[src/rtl/deadlock_report_sequencer_if.sv]
// Interface bundling the detect-unit flags, path hops and the report handshake
// for the deadlock report sequencer.
interface deadlock_report_sequencer_if #(
    parameter int unsigned PROC_NUM = 3,
    parameter int unsigned ID_WIDTH = 2,
    parameter int unsigned MAX_PATH = 8
);
    logic [PROC_NUM-1:0]          dl_in_vec;
    logic                         path_vld;
    logic [ID_WIDTH-1:0]          path_id;
    logic                         dl_detect_out;
    logic [PROC_NUM-1:0]          origin;
    logic                         token_clear;
    logic                         report_vld;
    logic                         report_ack;
    logic [ID_WIDTH+3:0]          report_len;
    logic [MAX_PATH*ID_WIDTH-1:0] report_path;
    logic                         report_closed;
    logic                         report_overflow;
    logic                         report_timeout;
    logic [7:0]                   deadlock_count;

    modport master (
        output dl_in_vec, path_vld, path_id, report_ack,
        input  dl_detect_out, origin, token_clear, report_vld, report_len, report_path,
        input  report_closed, report_overflow, report_timeout, deadlock_count
    );

    modport slave (
        input  dl_in_vec, path_vld, path_id, report_ack,
        output dl_detect_out, origin, token_clear, report_vld, report_len, report_path,
        output report_closed, report_overflow, report_timeout, deadlock_count
    );
endinterface

[src/rtl/deadlock_report_sequencer.sv]
// Confirms persistent deadlock flags, freezes the detectors, records the token's
// dependency path and holds a report record until acknowledged.
module deadlock_report_sequencer #(
    parameter int unsigned PROC_NUM       = 3,
    parameter int unsigned ID_WIDTH       = 2,
    parameter int unsigned CONFIRM_CYCLES = 4,
    parameter int unsigned MAX_PATH       = 8,
    parameter int unsigned TRACE_TIMEOUT  = 64
) (
    input  logic                          clock,
    input  logic                          reset,
    deadlock_report_sequencer_if.slave    bus
);

    localparam int unsigned LenW = ID_WIDTH + 4;
    localparam int unsigned IdxW = (MAX_PATH > 1) ? $clog2(MAX_PATH) : 1;
    localparam int unsigned CnfW = $clog2(CONFIRM_CYCLES + 1);
    localparam int unsigned TmoW = $clog2(TRACE_TIMEOUT + 1);

    typedef enum logic [2:0] {StIdle, StConfirm, StTrace, StReport, StClear} state_e;

    state_e                            state_q, state_d;
    logic [CnfW-1:0]                   cnf_q, cnf_d;
    logic [TmoW-1:0]                   tmo_q, tmo_d;
    logic [LenW-1:0]                   len_q, len_d;
    logic [MAX_PATH-1:0][ID_WIDTH-1:0] path_q, path_d;
    logic [PROC_NUM-1:0]               origin_q, origin_d;
    logic [ID_WIDTH-1:0]               origin_idx_q, origin_idx_d;
    logic                              closed_q, closed_d;
    logic                              overflow_q, overflow_d;
    logic                              timeout_q, timeout_d;
    logic [7:0]                        count_q, count_d;

    logic                              dl_any;
    logic                              found;
    logic [ID_WIDTH-1:0]               low_idx;

    always_ff @(posedge clock or negedge reset) begin
        if (!reset) begin
            state_q      <= StIdle;
            cnf_q        <= '0;
            tmo_q        <= '0;
            len_q        <= '0;
            path_q       <= '0;
            origin_q     <= '0;
            origin_idx_q <= '0;
            closed_q     <= 1'b0;
            overflow_q   <= 1'b0;
            timeout_q    <= 1'b0;
            count_q      <= '0;
        end else begin
            state_q      <= state_d;
            cnf_q        <= cnf_d;
            tmo_q        <= tmo_d;
            len_q        <= len_d;
            path_q       <= path_d;
            origin_q     <= origin_d;
            origin_idx_q <= origin_idx_d;
            closed_q     <= closed_d;
            overflow_q   <= overflow_d;
            timeout_q    <= timeout_d;
            count_q      <= count_d;
        end
    end

    // Lowest-index asserted flag picks the origin process.
    always_comb begin
        found   = 1'b0;
        low_idx = '0;
        for (int unsigned i = 0; i < PROC_NUM; i++) begin
            if (bus.dl_in_vec[i] && !found) begin
                found   = 1'b1;
                low_idx = ID_WIDTH'(i);
            end
        end
    end

    assign dl_any = |bus.dl_in_vec;

    always_comb begin
        state_d      = state_q;
        cnf_d        = cnf_q;
        tmo_d        = tmo_q;
        len_d        = len_q;
        path_d       = path_q;
        origin_d     = origin_q;
        origin_idx_d = origin_idx_q;
        closed_d     = closed_q;
        overflow_d   = overflow_q;
        timeout_d    = timeout_q;
        count_d      = count_q;

        case (state_q)
            StIdle: begin
                if (dl_any) begin
                    if (CONFIRM_CYCLES <= 1) begin
                        origin_d     = PROC_NUM'(1) << low_idx;
                        origin_idx_d = low_idx;
                        state_d      = StTrace;
                    end else begin
                        cnf_d   = CnfW'(1);
                        state_d = StConfirm;
                    end
                end
            end
            StConfirm: begin
                if (!dl_any) begin
                    cnf_d   = '0;
                    state_d = StIdle;
                end else if (cnf_q == CnfW'(CONFIRM_CYCLES - 1)) begin
                    cnf_d        = '0;
                    origin_d     = PROC_NUM'(1) << low_idx;
                    origin_idx_d = low_idx;
                    state_d      = StTrace;
                end else begin
                    cnf_d = cnf_q + CnfW'(1);
                end
            end
            StTrace: begin
                tmo_d = tmo_q + TmoW'(1);
                if (bus.path_vld) begin
                    path_d[len_q[IdxW-1:0]] = bus.path_id;
                    len_d                   = len_q + LenW'(1);
                    if (bus.path_id == origin_idx_q) begin
                        closed_d = 1'b1;
                        state_d  = StReport;
                    end else if (len_q == LenW'(MAX_PATH - 1)) begin
                        overflow_d = 1'b1;
                        state_d    = StReport;
                    end
                end
                // Timeout only wins when neither closure nor overflow fired.
                if (state_d == StTrace && tmo_q == TmoW'(TRACE_TIMEOUT - 1)) begin
                    timeout_d = 1'b1;
                    state_d   = StReport;
                end
            end
            StReport: begin
                if (bus.report_ack) begin
                    cnf_d        = '0;
                    tmo_d        = '0;
                    len_d        = '0;
                    path_d       = '0;
                    origin_d     = '0;
                    origin_idx_d = '0;
                    closed_d     = 1'b0;
                    overflow_d   = 1'b0;
                    timeout_d    = 1'b0;
                    count_d      = (count_q == 8'hff) ? count_q : count_q + 8'd1;
                    state_d      = StClear;
                end
            end
            StClear: begin
                state_d = StIdle;
            end
            default: begin
                state_d = StIdle;
            end
        endcase
    end

    assign bus.dl_detect_out   = (state_q == StTrace) || (state_q == StReport);
    assign bus.origin          = origin_q;
    assign bus.token_clear     = (state_q == StClear);
    assign bus.report_vld      = (state_q == StReport);
    assign bus.report_len      = len_q;
    assign bus.report_path     = path_q;
    assign bus.report_closed   = closed_q;
    assign bus.report_overflow = overflow_q;
    assign bus.report_timeout  = timeout_q;
    assign bus.deadlock_count  = count_q;

endmodule

[src/flat_wrapper.sv]
// flat-port wrapper written by rule: the top's interface ports become plain ports
module deadlock_report_sequencer_flat 
#(
    parameter int unsigned PROC_NUM       = 3,
    parameter int unsigned ID_WIDTH       = 2,
    parameter int unsigned CONFIRM_CYCLES = 4,
    parameter int unsigned MAX_PATH       = 8,
    parameter int unsigned TRACE_TIMEOUT  = 64
)
  (clock, reset, bus_dl_in_vec, bus_path_vld, bus_path_id, bus_report_ack, bus_dl_detect_out, bus_origin, bus_token_clear, bus_report_vld, bus_report_len, bus_report_path, bus_report_closed, bus_report_overflow, bus_report_timeout, bus_deadlock_count);
  deadlock_report_sequencer_if #(.PROC_NUM(PROC_NUM), .ID_WIDTH(ID_WIDTH), .MAX_PATH(MAX_PATH)) bus_i ();
  input  logic clock;
  input  logic reset;
  input wire logic [$bits(bus_i.dl_in_vec)-1:0] bus_dl_in_vec;
  input wire logic [$bits(bus_i.path_vld)-1:0] bus_path_vld;
  input wire logic [$bits(bus_i.path_id)-1:0] bus_path_id;
  input wire logic [$bits(bus_i.report_ack)-1:0] bus_report_ack;
  output wire logic [$bits(bus_i.dl_detect_out)-1:0] bus_dl_detect_out;
  output wire logic [$bits(bus_i.origin)-1:0] bus_origin;
  output wire logic [$bits(bus_i.token_clear)-1:0] bus_token_clear;
  output wire logic [$bits(bus_i.report_vld)-1:0] bus_report_vld;
  output wire logic [$bits(bus_i.report_len)-1:0] bus_report_len;
  output wire logic [$bits(bus_i.report_path)-1:0] bus_report_path;
  output wire logic [$bits(bus_i.report_closed)-1:0] bus_report_closed;
  output wire logic [$bits(bus_i.report_overflow)-1:0] bus_report_overflow;
  output wire logic [$bits(bus_i.report_timeout)-1:0] bus_report_timeout;
  output wire logic [$bits(bus_i.deadlock_count)-1:0] bus_deadlock_count;
  assign bus_i.dl_in_vec = bus_dl_in_vec;
  assign bus_i.path_vld = bus_path_vld;
  assign bus_i.path_id = bus_path_id;
  assign bus_i.report_ack = bus_report_ack;
  assign bus_dl_detect_out = bus_i.dl_detect_out;
  assign bus_origin = bus_i.origin;
  assign bus_token_clear = bus_i.token_clear;
  assign bus_report_vld = bus_i.report_vld;
  assign bus_report_len = bus_i.report_len;
  assign bus_report_path = bus_i.report_path;
  assign bus_report_closed = bus_i.report_closed;
  assign bus_report_overflow = bus_i.report_overflow;
  assign bus_report_timeout = bus_i.report_timeout;
  assign bus_deadlock_count = bus_i.deadlock_count;
  deadlock_report_sequencer #(.PROC_NUM(PROC_NUM), .ID_WIDTH(ID_WIDTH), .CONFIRM_CYCLES(CONFIRM_CYCLES), .MAX_PATH(MAX_PATH), .TRACE_TIMEOUT(TRACE_TIMEOUT)) u_core (.clock(clock), .reset(reset), .bus(bus_i));
endmodule
[config.mk]
export PLATFORM = sky130hd
export DESIGN_NAME = deadlock_report_sequencer_flat
export DESIGN_NICKNAME = d
export VERILOG_FILES = /design/src/rtl/deadlock_report_sequencer_if.sv /design/src/rtl/deadlock_report_sequencer.sv /design/src/flat_wrapper.sv
export SDC_FILE = /design/constraint.sdc
export NUM_CORES = 1
export LEC_CHECK = 0
export BUFFER_PORTS_ARGS = -buffer_cell sky130_fd_sc_hd__buf_2
export CAP_MARGIN = 20
export CORE_MARGIN = 5
export CORE_UTILIZATION = 55
export DETAILED_ROUTE_END_ITERATION = 10
export PLACE_DENSITY = 0.79
export RECOVER_POWER = 100
export SETUP_SLACK_MARGIN = 0.5
export SYNTH_ARGS = -nofsm -noshare
export SYNTH_HDL_FRONTEND = slang
export SYNTH_SLANG_ARGS = --single-unit
[constraint.sdc]
create_clock -name clock -period 2.15 [get_ports clock]
set_input_delay 0.43 -clock clock [delete_from_list [all_inputs] [get_ports clock]]
set_output_delay 0.43 -clock clock [all_outputs]
set_load 0.01 [all_outputs]
## Yosys cells after proc, flatten, opt, wreduce, memory -nomap -nowiden

Cells that the tools add are included.

- Flip-flop bits (word level): 51
- Bits in read-only memories: 0
- Input bits: 9
- Bits in writable memories: 0
- Bits in latches: 0
- Output and inout bits: 39
- Memories kept: 0
- Word-level logic and storage cells: 113

- Div/mod/pow operators: 0
- Bitwise operators: 1
- Reduce and logical (&&, ||, !) cells: 21
- Eq/ne operators: 20
- Multipliers: 0
- $lt $le $gt $ge: 2
- $add $sub $neg: 4
- Mux-type cells: 46
- Shift operators: 1

Operator list:

| operator | count |
|---|---|
| 2-to-1 mux 3 bit | 14 |
| 2-to-1 mux 16 bit | 2 |
| one-hot mux 16 bit (2 select lines) | 1 |
| bitwise mux 16 bit | 1 |
| AND reduction 3 bit | 5 |
| one-hot mux 7 bit (2 select lines) | 1 |
| equality test 3 x 2 -> 1 bit, second input constant | 4 |
| 2-to-1 mux 6 bit | 2 |
| inequality test 2 x 1 -> 1 bit, second input constant | 6 |
| one-hot mux 3 bit (4 select lines) | 1 |
| one-hot mux 6 bit (2 select lines) | 1 |
| 2-to-1 mux 1 bit | 10 |
| 2-to-1 mux 2 bit | 5 |
| one-hot mux 3 bit (3 select lines) | 1 |
| adder 8 x 1 -> 8 bit, second input constant | 1 |
| equality test 8 bit, second input constant | 1 |
| AND reduction 4 bit | 2 |
| adder 7 x 1 -> 7 bit, second input constant | 1 |
| equality test 7 x 6 -> 1 bit, second input constant | 1 |
| 2-to-1 mux 7 bit | 1 |
| adder 6 x 1 -> 6 bit, second input constant | 1 |
| demux 2 bit (select 3 bit) | 1 |
| equality test 6 x 3 -> 1 bit, second input constant | 1 |
| inequality test 2 bit, second input constant | 3 |
| other kinds (21) | 28 |

## Longest topological paths before layout

Gate-level depths: netlist (run 1).

- Depth after elaboration: 11
- Gate-level depth with buffers: 8
- Gate-level depth less buffers: 7

## Least setup slack after synthesis (run 1)

Ideal clock, no wire load.

- Path type: reg2reg
- Start: register u_core.len_q[0], in the netlist u_core.bus.report_len[0]
- End: register u_core.timeout_q, in the netlist u_core.bus.report_timeout
- Stages on the path, launching flop included: 6
- Data arrival time: 1466 ps
- Path slack: 562 ps
- Data required time: 2028 ps
- Cells stage by stage: dfrtp_1 -> ha_1 -> nor4b_1 -> o2bb2ai_1 -> nand2_1 -> a32o_1

- Word-level cells in the longest chain between the ends: 9

Ends and longest elaborated chain:

| element | RTL line | source |
|---|---|---|
| start: declaration | deadlock_report_sequencer.sv:25 | `logic [LenW-1:0] len_q, len_d;` |
| start signal: assignment | deadlock_report_sequencer.sv:55 | `len_q <= len_d;` |
| equality test 6 x 3 -> 1 bit | deadlock_report_sequencer.sv:127 | `end else if (len_q == LenW'(MAX_PATH - 1)) begin` |
| 2-to-1 mux 3 bit | deadlock_report_sequencer.sv:127 |  |
| 2-to-1 mux 3 bit | deadlock_report_sequencer.sv:124 | `if (bus.path_id == origin_idx_q) begin` |
| 2-to-1 mux 3 bit | deadlock_report_sequencer.sv:121 | `if (bus.path_vld) begin` |
| 2-to-1 mux 3 bit | deadlock_report_sequencer.sv:93 | `case (state_q)` |
| equality test 3 x 2 -> 1 bit | deadlock_report_sequencer.sv:133 | `if (state_d == StTrace && tmo_q == TmoW'(TRACE_TIMEOUT - 1)) begin` |
| logical AND 1 bit | deadlock_report_sequencer.sv:133 |  |
| inequality test 2 x 1 -> 1 bit (no source line) | n/a |  |
| AND reduction 3 bit (no source line) | n/a |  |
| end signal: assignment | deadlock_report_sequencer.sv:61 | `timeout_q <= timeout_d;` |
| end: declaration | deadlock_report_sequencer.sv:31 | `logic timeout_q, timeout_d;` |

No other way between the ends. The select of a mux whose other input is x is not followed.
A chain may end at the register's enable or synchronous reset.

## Worst setup path in the final report (run 1)

- Start: register u_core.state_q[2]
- End: output bus_dl_detect_out

- Word-level cells in the longest chain between the ends: 2
- Elaborated cells on any way between the ends: 3

Ends and longest elaborated chain:

| element | RTL line | source |
|---|---|---|
| start: declaration | deadlock_report_sequencer.sv:22 | `state_e state_q, state_d;` |
| start signal: assignment | deadlock_report_sequencer.sv:40 | `state_q <= StIdle;` |
| start signal: assignment | deadlock_report_sequencer.sv:52 | `state_q <= state_d;` |
| equality test 3 x 2 -> 1 bit | deadlock_report_sequencer.sv:162 | `assign bus.dl_detect_out = (state_q == StTrace) \|\| (state_q == StReport);` |
| logical OR 1 bit (*) | deadlock_report_sequencer.sv:162 |  |
| end: declaration | flat_wrapper.sv:18 | `output wire logic [$bits(bus_i.dl_detect_out)-1:0] bus_dl_detect_out;` |

Mark *: on every way between the ends. The rest lies on a longest branch, timed or not.

==> flow_metrics.py, run 1 <==
metrics = {
    "run_status": {
        "status": "finished clean",
    },
    "setup_path": {
        "worstPathCellList": "nand2b_1, clkinvlp_2, buf_6, clkbuf_1",
        "cpMaxStageDelayCell": "dfrtp_2",
        "timing.critical_path.arrival_ns": 1.36,
        "cp.required_ns": 1.72,
        "path_delay_family": "buffers and inverters",
        "end_kind": "output port",
        "start_kind": "flop",
        "worstSetupPathType": "flop to output port",
        "critical_path.max_fanout": 4,
        "critPathBufInv": 3,
        "r2r_setup_slack_ns": 0.39,
        "critPathMaxStageDelay_ns": 0.41,
    },
    "yosys": {
        "synth_area_leaders": "dfrtp_1 50%, nand2_1 5.6%, mux2i_1 5.6%",
        "synth.mux.area_fraction_pct": 7.48,
        "synthesis.area_sq_um": 2520,
        "synth_cell_type_count": 46,
        "ys_ff_latch": 50,
        "synth_top_cell_area_share_pct": 49.6,
        "synth-compound-area-share_pct": 10.1,
        "synth_fp_nets": 253,
        "synth_top_area_cell": "dfrtp_1",
        "seq_area_frac_synth_pct": 49.6,
        "yosysWarnings": 0,
        "synth_top_family_by_area": "simple AND/OR/NAND/NOR gates",
        "synth_xor_area_share_pct": 5.20,
        "synth_fa_ha_area_share_pct": 1.98,
        "syn_inst": 240,
        "syn_avg_cell_area_sq_um": 10.5,
        "yosys.area_share.simple_pct": 22.5,
    },
    "placement": {
        "gp_congestion": 0.825,
        "numPortBuffers": 47,
        "place_hpwl_um": 3860,
    },
    "route": {
        "drt_iter0_drc": 118,
        "ant_nets": 0,
        "vias": 2020,
        "first_pass_iters": 4,
        "avgRoutedWirePerCell_um": 16.1,
        "avgViaCountPerCell": 5.71,
        "drc": 0,
        "wirelength_um": 5710,
    },
    "global_route": {
        "antenna_found_initial": 0,
        "grt_max_degree": 51,
        "first_global_vias": 1935,
        "grt_pass1_wl_um": 9370,
        "overflow": 0,
        "grt_use_total_pct": 19.2,
    },
    "timing": {
        "rsz0062_at_grt": "true",
        "slew_violations": 0,
        "max_freq_mhz": 559,
        "skew_ns": 0.0113,
        "period_share_pct": 83.2,
        "final-setup-viol-count": 0,
        "hold_viol": 0,
        "holdWs_ns": 0.406,
        "tns_ns": 0,
        "relSlewSlack_pct": 19.9,
        "worst_pin_slew_ns": 1.20,
        "fin_crit_ns": 1.79,
    },
    "power": {
        "leakage_uw": 0.00128,
        "total_power_uw": 3350,
        "peakVddDrop_uv": 609,
        "power.density_nw_per_um2": 1140,
    },
    "clocking": {
        "clk_path_buf_depth": 2,
        "clkTransAtPathRegs_ns": 0.10,
        "cts_tree": "done",
        "clock_latency_ns": 0.31,
        "numCtsBuffers": 5,
        "htreeDepth": 2,
        "cts-root-buf": "clkbuf_8",
        "clkSinkCount": 50,
    },
    "floorplanning": {
        "die_height_um": 77.8,
        "die_area_sq_um": 6050,
        "coreArea_sq_um": 4410,
        "die_w_um": 77.8,
        "fp-row-count": 24,
        "pin_count": 48,
        "start_util_pct": 57.2,
    },
    "layout": {
        "diodes": 0,
        "synthToLayoutAreaGrowth_pct": 15.9,
        "layout_commonest_cell": "dfrtp_1",
        "final_cell_mix": "49 x dfrtp_1, 38 x clkbuf_1, 37 x nand2_1",
        "drive_above_1_share_pct": 16.2,
        "final_core_util_pct": 66.3,
        "fin_nets": 314,
    },
    "hold_path": {
        "hold_path.class": "input pin to flop",
    },
    "run": {
        "drv_cap": 0,
    },
}
-- sequential cells by signal (all words and copies together) (netlist names) --
name / cells
u_core.bus.origin: 2
u_core.tmo_q: 7
u_core.state_q: 3
u_core.bus.deadlock_count: 8
u_core.bus.report_len: 6
u_core.bus.report_timeout: 1
u_core.bus.report_path: 16
u_core.bus.report_closed: 1
u_core.bus.report_overflow: 1
u_core.cnf_q: 3
u_core.origin_idx_q: 2
-- through the flow --
stage	instance area (sq um)	setup slack, ns	cells
detailed placement	2830	0.459	336
finish	2930	0.361	354
global route	2930	0.265	354
global placement	2830	0.527	336
CTS	3010	0.488	350
floorplan	2520	0.562	240
-- layer usage --
| layer | share of wire (%) | wire length [um] | GRT usage (%) | vias to the layer above |
|---|---|---|---|---|
| li1 | - | - | - | 979 |
| met1 | 44 | 2510 | 24.9 | 991 |
| met2 | 50 | 2830 | 30.7 | 43 |
| met3 | 5.3 | 302 | 5.90 | 7 |
| met4 | 1.2 | 68 | 5.84 | 0 |
| met5 | 0 | 0 | 0 | - |
-- final timing paths --
check,startpoint,end,cells past startpoint
max reg2reg,u_core.state_q[2],u_core.bus.report_path[9],6
max in group asynchronous,reset,u_core.state_q[2],2
min reg2reg,u_core.bus.deadlock_count[7],u_core.bus.deadlock_count[7],1
min,bus_path_id[1],u_core.bus.report_path[7],2
min in group asynchronous,reset,u_core.bus.report_path[10],2
max,u_core.state_q[2],bus_dl_detect_out,4
-- cell usage after synthesis (all sizes together) --
master,instances
dfrtp,50
nand2,39
nor2,19
mux2i,14
nand3,13
o21ai,13
nor3,12
xor2,9
inv,7
nand2b,7
buf,6
xnor2,6
nor4,5
ha,4
mux2,4
a22o,3
a32o,3
a21oi,2
clkbuf,2
nand3b,2
nor2b,2
nor4b,2
o211ai,2
o22ai,2
o31a,2
a211o,1
a21boi,1
a2bb2oi,1
a32oi,1
nand4,1
nor3b,1
o22a,1
o2bb2ai,1
o31ai,1
o41ai,1
-- cell type report --
class | count | area (sq um)
Multi-Input combinational cell | 175 | 1160
Clock inverter | 3 | 47.5
Inverter | 7 | 30.0
Fill cell | 384 | 1490
Timing Repair Buffer | 62 | 302
Sequential cell | 50 | 1250
Tap cell | 52 | 65.1
Clock buffer | 5 | 68.8
-- where the power goes --
group | internal (uW) | switching (uW)
Combinational | 515 | 676
Clock | 355 | 330
Sequential | 1200 | 272
Total | 2070 | 1280
-- worst register-to-register path, cell delays in order, from the launching register on --
cell,delay (ns)
dfrtp_2,0.41
nand2b_1,0.18
clkinvlp_2,0.17
buf_4,0.16
nand3_1,0.14
nor3_1,0.41
mux2i_1,0.23
-- repair_timing --
action,CTS,global route
endpoints found under the setup margin,5,13
gates resized for setup,7,11
setup buffers,6,4
pin swaps,0,0
hold buffers,0,0
-- kinds of logic (layout without fill, tap and decap cells) --
family,Yosys count,after routing
compound gates,35,35
xor+xnor,15,15
fa+ha+maj,4,4
buf+inv,15,77
flops,50,50
mux,18,18
simple gates,103,103
(Power assumes the default switching activity.)
==> run 2, diff against run 1 <==
--- a/config.mk
+++ b/config.mk
@@ -5,12 +5,13 @@
 export SDC_FILE = /design/constraint.sdc
 export NUM_CORES = 1
 export LEC_CHECK = 0
+export ABC_AREA = 1
 export BUFFER_PORTS_ARGS = -buffer_cell sky130_fd_sc_hd__buf_2
 export CAP_MARGIN = 20
 export CORE_MARGIN = 5
-export CORE_UTILIZATION = 55
+export CORE_UTILIZATION = 50
 export DETAILED_ROUTE_END_ITERATION = 10
-export PLACE_DENSITY = 0.79
+export PLACE_DENSITY = 0.76
 export RECOVER_POWER = 100
 export SETUP_SLACK_MARGIN = 0.5
 export SYNTH_ARGS = -nofsm -noshare
==> constraint.sdc (replaced) <==
create_clock -name clock -period 1.55 [get_ports clock]
set_input_delay 0.31 -clock clock [delete_from_list [all_inputs] [get_ports clock]]
set_output_delay 0.31 -clock clock [all_outputs]
set_load 0.01 [all_outputs]
==> run 2 against run 1 <==
- the run now ends with setup timing left
- sequential cell count is the same
- die area grew 10%
- critical path depth grew 5
- area after synthesis grew 1.9%
- routed wire length grew 43%
- largest cell class is now multi-input gates
- highest routed layer unchanged
==> flow_metrics.py, run 2 <==
metrics = {
    "clocking": {
        "clkSinkCount": 50,
        "htreeDepth": 2,
        "cts-root-buf": "clkbuf_8",
        "clkTransAtPathRegs_ns": 0.09,
        "numCtsBuffers": 5,
        "clock_latency_ns": 0.31,
        "clk_path_buf_depth": 2,
        "cts_tree": "done",
    },
    "timing": {
        "finalWorstSetupSlack_ns": -0.0743,
        "slew_violations": 0,
        "relSlewSlack_pct": 54.4,
        "hold_viol": 0,
        "skew_ns": 0.00999,
        "worst_pin_slew_ns": 0.683,
        "fin_crit_ns": 1.62,
        "max_freq_mhz": 616,
        "rsz0062_at_grt": "true",
        "final-setup-viol-count": 3,
        "period_share_pct": 105,
        "tns_ns": -0.109,
    },
    "setup_path": {
        "worstPathCellList": "inv_2, nand2_4, buf_6, inv_8, nand2_8, buf_6, a21oi_4, nand3_2, o21ai_1",
        "start_kind": "flop",
        "path_delay_family": "buffers and inverters",
        "critical_path.max_fanout": 5,
        "timing.critical_path.arrival_ns": 1.85,
        "critPathBufInv": 4,
        "cpMaxStageDelayCell": "dfrtp_1",
        "cp.required_ns": 1.78,
        "worstSetupPathType": "flop to flop",
        "critPathMaxStageDelay_ns": 0.39,
        "crit_top_cell": "buf_6",
        "end_kind": "flop",
    },
    "placement": {
        "place_hpwl_um": 4150,
        "gp_congestion": 0.885,
        "numPortBuffers": 47,
        "dpl-instance-area_sq_um": 3040,
    },
    "yosys": {
        "async_flop_share_pct": 100,
        "synth_area_leaders": "dfrtp_1 49%, nand2_1 11%, inv_1 6.1%",
        "yosysWarnings": 0,
        "synthFlopType": "dfrtp_1",
        "synth_fp_nets": 331,
        "synth-edff-count": 0,
        "ys_ff_latch": 50,
        "syn_inst": 318,
        "synth_top_cell_area_share_pct": 48.6,
        "syn_avg_cell_area_sq_um": 8.09,
        "synth_top_area_cell": "dfrtp_1",
        "yosysMostFrequentCell": "nand2_1",
        "seq_area_frac_synth_pct": 48.6,
        "synthesis.area_sq_um": 2570,
        "synthTopCellsByCount": "78 x nand2_1, 50 x dfrtp_1, 42 x inv_1, 31 x nor2_1, 29 x o21ai_0",
        "synth_cell_type_count": 31,
    },
    "floorplanning": {
        "die_w_um": 81.7,
        "die_height_um": 81.7,
        "coreArea_sq_um": 5040,
        "pin_count": 48,
        "die_area_sq_um": 6680,
        "fp-row-count": 26,
        "start_util_pct": 51.0,
    },
    "layout": {
        "diodes": 0,
        "synthToLayoutAreaGrowth_pct": 59.6,
        "layout_commonest_cell": "buf_4",
        "final_cell_mix": "65 x buf_4, 63 x nand2_1, 47 x dfrtp_1",
        "fin_nets": 469,
        "drive_above_1_share_pct": 45.1,
        "finalInstanceArea_sq_um": 4110,
        "largest_register_ffs": 16,
    },
    "power": {
        "seq_power_share_pct": 28.4,
        "switching_share_pct": 42.8,
        "peakVddDrop_uv": 1160,
        "pwr-share-clk_pct": 11.0,
        "power.density_nw_per_um2": 1830,
        "p_sw_uw": 3220,
        "p_int_uw": 4300,
        "leakage_uw": 0.00200,
        "combPwrFrac_pct": 60.6,
    },
    "route": {
        "drc": 0,
        "met1Wirelength_um": 3290,
        "ant_nets": 0,
        "wl_met3_um": 370,
        "avgRoutedWirePerCell_um": 15.5,
        "wl_met2_um": 4320,
        "drt_iter0_drc": 222,
        "vias": 2750,
        "highest_layer": "met4",
        "first_pass_iters": 5,
        "avgViaCountPerCell": 5.22,
        "wirelength_um": 8190,
    },
    "global_route": {
        "grt_max_degree": 51,
        "overflow": 0,
        "antenna_found_initial": 0,
        "grt_use_total_pct": 23.2,
        "grt_pass1_wl_um": 11900,
        "first_global_vias": 2670,
    },
    "run_status": {
        "violations": "setup timing",
        "status": "finished, violations left",
    },
    "hold_path": {
        "hold_path.class": "input pin to flop",
    },
    "run": {
        "drv_cap": 0,
    },
}
==> run 2: metal layers <==
metal | GRT usage [%] | up-vias
li1 | - | 1286
met1 | 27.3 | 1346
met2 | 41.4 | 93
met3 | 4.28 | 25
met4 | 9.47 | 0
met5 | 0 | -
==> run 2: kinds of logic after synthesis <==
group / after synthesis / synth area share (%)
DFF: 50 / 48.6
xor gates and xnor gates: 10 / 3.40
and+or+nand+nor: 153 / 27.2
adders and majority gates: 4 / 1.95
buffers and inverters: 49 / 7.93
AOI/OAI and AO/OA: 52 / 10.8
==> run 2: worst min-delay path: cells and delay by family <==
family / cells / cell delay [ns]
and+or+nand+nor: 2 / 0.14
buffers and inverters: 1 / 0.10
==> run 2: area by class of cell <==
class / instances / area [sq um]
multi-input cells: 220 / 1480
flip-flops and latches: 50 / 1250
repair buffers: 134 / 991
fillers: 312 / 937
inverters: 45 / 195
well taps: 70 / 87.6
clock buffers: 6 / 82.6
clock inverters: 2 / 12.5
==> run 2: power groups by stage <==
stage	sequential, uW	clock (uW)	combinational, uW
final	2130	827	4560
after detailed placement	2160	0	2490
after floorplan	2260	0	1480
after global placement	2140	0	2420
after global routing	2190	891	4910
after CTS	2100	816	3770
==> run 2: timing repair <==
action,CTS,global route
buffers inserted,49,25
hold endpoints to repair,50,0
pin swaps,22,32
cloned,1,0
hold buffers,1,0
gates resized for setup,76,57
setup endpoints to repair,88,89
==> run 2: path summary, 6_finish.rpt <==
path,start,end,slack [ns],depth (start not counted)
max,u_core.state_q[2],u_core.origin_idx_q[1],-0.07,9
max in group asynchronous,reset,u_core.state_q[1],0.36,3
min,bus_path_id[1],u_core.bus.report_path[7],0.27,3
min in group asynchronous,reset,u_core.tmo_q[6],0.69,3
max reg2reg,u_core.state_q[2],u_core.origin_idx_q[1],-0.07,9
min reg2reg,u_core.bus.deadlock_count[6],u_core.bus.deadlock_count[6],0.51,1
==> run 2: per-stage QoR <==
stage	std cells	power (uW)	hold slack, ns	setup WS, ns	utilization (%)
floorplan	318	3750	0.0144	0.147	-
global placement	443	4560	0.320	0.00723	60.3
detailed placement	443	4650	0.321	-0.0724	60.3
CTS	502	6680	0.263	0.0314	75.2
global route	527	7990	0.265	-0.159	81.4
finish	527	7520	0.267	-0.0743	81.4
==> run 3, diff against run 2 <==
==> constraint.sdc (replaced) <==
create_clock -name clock -period 1.55 [get_ports clock]
set_input_delay 0.31 -clock clock [delete_from_list [all_inputs] [get_ports clock]]
set_output_delay 0.31 -clock clock [all_outputs]
set_load 0.005 [all_outputs]
==> run 3 against run 2 <==
- the flow still finishes with violations (setup timing)
- clock skew shrank 0.0020 ns
- largest cell class unchanged
- clock-buffer cell count decreased by 1
- routed wire length is 5.6% higher
==> flow_metrics.py, run 3 (same netlist as run 2, synthesis figures left out) <==
metrics = {
    "run_status": {
        "status": "finished, violations left",
        "violations": "setup timing",
    },
    "route": {
        "drc": 0,
        "ant_nets": 0,
        "wirelength_um": 8650,
        "drt_iter0_drc": 206,
        "avgViaCountPerCell": 5.35,
        "vias": 2825,
        "avgRoutedWirePerCell_um": 16.4,
        "first_pass_iters": 4,
    },
    "layout": {
        "drive_above_1_share_pct": 48.7,
        "final_cell_mix": "61 x nand2_1, 61 x buf_4, 47 x dfrtp_1",
        "fin_nets": 470,
        "final_core_util_pct": 82.8,
        "fin_cells": 528,
        "n_fill_cell": 248,
        "largest_register_ffs": 16,
        "diodes": 0,
        "synthToLayoutAreaGrowth_pct": 62.4,
    },
    "floorplanning": {
        "die_height_um": 81.7,
        "die_area_sq_um": 6680,
        "die_w_um": 81.7,
        "coreArea_sq_um": 5040,
        "start_util_pct": 51.0,
        "fp-row-count": 26,
        "pin_count": 48,
    },
    "setup_path": {
        "timing.critical_path.arrival_ns": 1.74,
        "start_kind": "flop",
        "cp.required_ns": 1.73,
        "worstSetupPathType": "flop to flop",
        "critical_path.max_fanout": 6,
        "end_kind": "flop",
    },
    "power": {
        "peakVddDrop_uv": 1400,
        "power.density_nw_per_um2": 1840,
        "leakage_uw": 0.00214,
    },
    "clocking": {
        "clk_path_buf_depth": 2,
        "numCtsBuffers": 5,
        "clkTransAtPathRegs_ns": 0.10,
        "cts-root-buf": "clkbuf_8",
        "clock_latency_ns": 0.31,
        "clkSinkCount": 50,
        "htreeDepth": 2,
        "cts_tree": "done",
    },
    "global_route": {
        "first_global_vias": 2573,
        "grt_pass1_wl_um": 11500,
        "grt_max_degree": 23,
        "overflow": 0,
        "grt_use_total_pct": 22.2,
        "antenna_found_initial": 0,
    },
    "timing": {
        "slew_violations": 0,
        "worst_pin_slew_ns": 0.996,
        "fin_crit_ns": 1.56,
        "tns_ns": -0.0189,
        "relSlewSlack_pct": 33.6,
        "finalWorstSetupSlack_ns": -0.0104,
        "rsz0062_at_grt": "true",
        "period_share_pct": 101,
        "skew_ns": 0.00804,
        "max_freq_mhz": 641,
        "hold_viol": 0,
        "final-setup-viol-count": 2,
    },
    "placement": {
        "gp_congestion": 0.850,
        "numPortBuffers": 47,
        "dpl.cell_count": 448,
        "place_hpwl_um": 4240,
    },
    "hold_path": {
        "hold_path.class": "input pin to async pin",
    },
    "run": {
        "drv_cap": 0,
    },
}
run 3: cell count changes in the layout (fill, tap and decap cells not counted), sizes merged:
cell / delta
inv: +1
buf: +23
clkbuf: -21
nor2: -1
clkinv: +1
dlygate4sd3: -1
bufinv: +1
clkinvlp: -2
run 3: through the flow:
stage / area, sq um / hold WS (ns) / setup slack, ns / power, uW
floorplan: 2620 / 0.0144 / 0.194 / 3540
global placement: 3040 / 0.275 / 0.0655 / 4380
detailed placement: 3040 / 0.277 / 0.0163 / 4450
CTS: 3720 / -0.0621 / 0.0551 / 6480
global route: 4180 / 0.207 / -0.126 / 8140
finish: 4180 / 0.134 / -0.0104 / 7700
run 3: area by class of cell:
class                           count  area [sq um]  share of cell area, %
Tap cell                           70          87.6                   2.10
Timing Repair Buffer              136          1060                   25.4
Clock buffer                        5          68.8                   1.65
Multi-Input combinational cell    219          1470                   35.2
Inverter                           45           189                   4.52
Sequential cell                    50          1250                   30.0
Clock inverter                      3          43.8                   1.05
run 3: layer usage:
layer	part of all wire [%]	global-route usage, %	vias to the layer above
met4	3.7	7.64	0
met2	52	39.9	117
li1	-	-	1290
met5	0	0	-
met3	6.4	5.04	33
met1	38	25.8	1385
run 3: worst max-delay path, stage by stage, from the launching register on:
cell and delay [ns]:
dfrtp_1 0.38, inv_2 0.10, nand2_4 0.09, buf_12 0.15, clkinv_8 0.05, nand2_8 0.05
buf_8 0.13, a21oi_4 0.26, buf_6 0.14, o22ai_2 0.07
run 3: what timing repair did:
| item | in CTS | in global routing |
|---|---|---|
| pin swaps | 9 | 22 |
| cloned | 0 | 0 |
| resized for setup | 58 | 81 |
| buffers inserted | 47 | 25 |
| setup endpoints to repair | 88 | 89 |
| endpoints found under the hold margin | 17 | 17 |
run 3: path summary, 6_finish.rpt:
check	startpoint	endpoint	slack (ns)	cells after the start
worst max register to register	u_core.state_q[2]	u_core.bus.origin[0]	-0.01	9
worst max-delay path	u_core.state_q[2]	u_core.bus.origin[0]	-0.01	9
max in group asynchronous	reset	u_core.state_q[0]	0.29	2
worst min register to register	u_core.cnf_q[1]	u_core.cnf_q[1]	0.49	2
worst min-delay path	reset	u_core.bus.report_len[3]	0.13	1
min in group clock	bus_path_id[0]	u_core.bus.report_path[6]	0.26	3
run 3: where the power goes:
group	internal, uW	switching (uW)
Combinational	2320	2310
Sequential	1760	367
Clock	484	463
Total	4560	3140
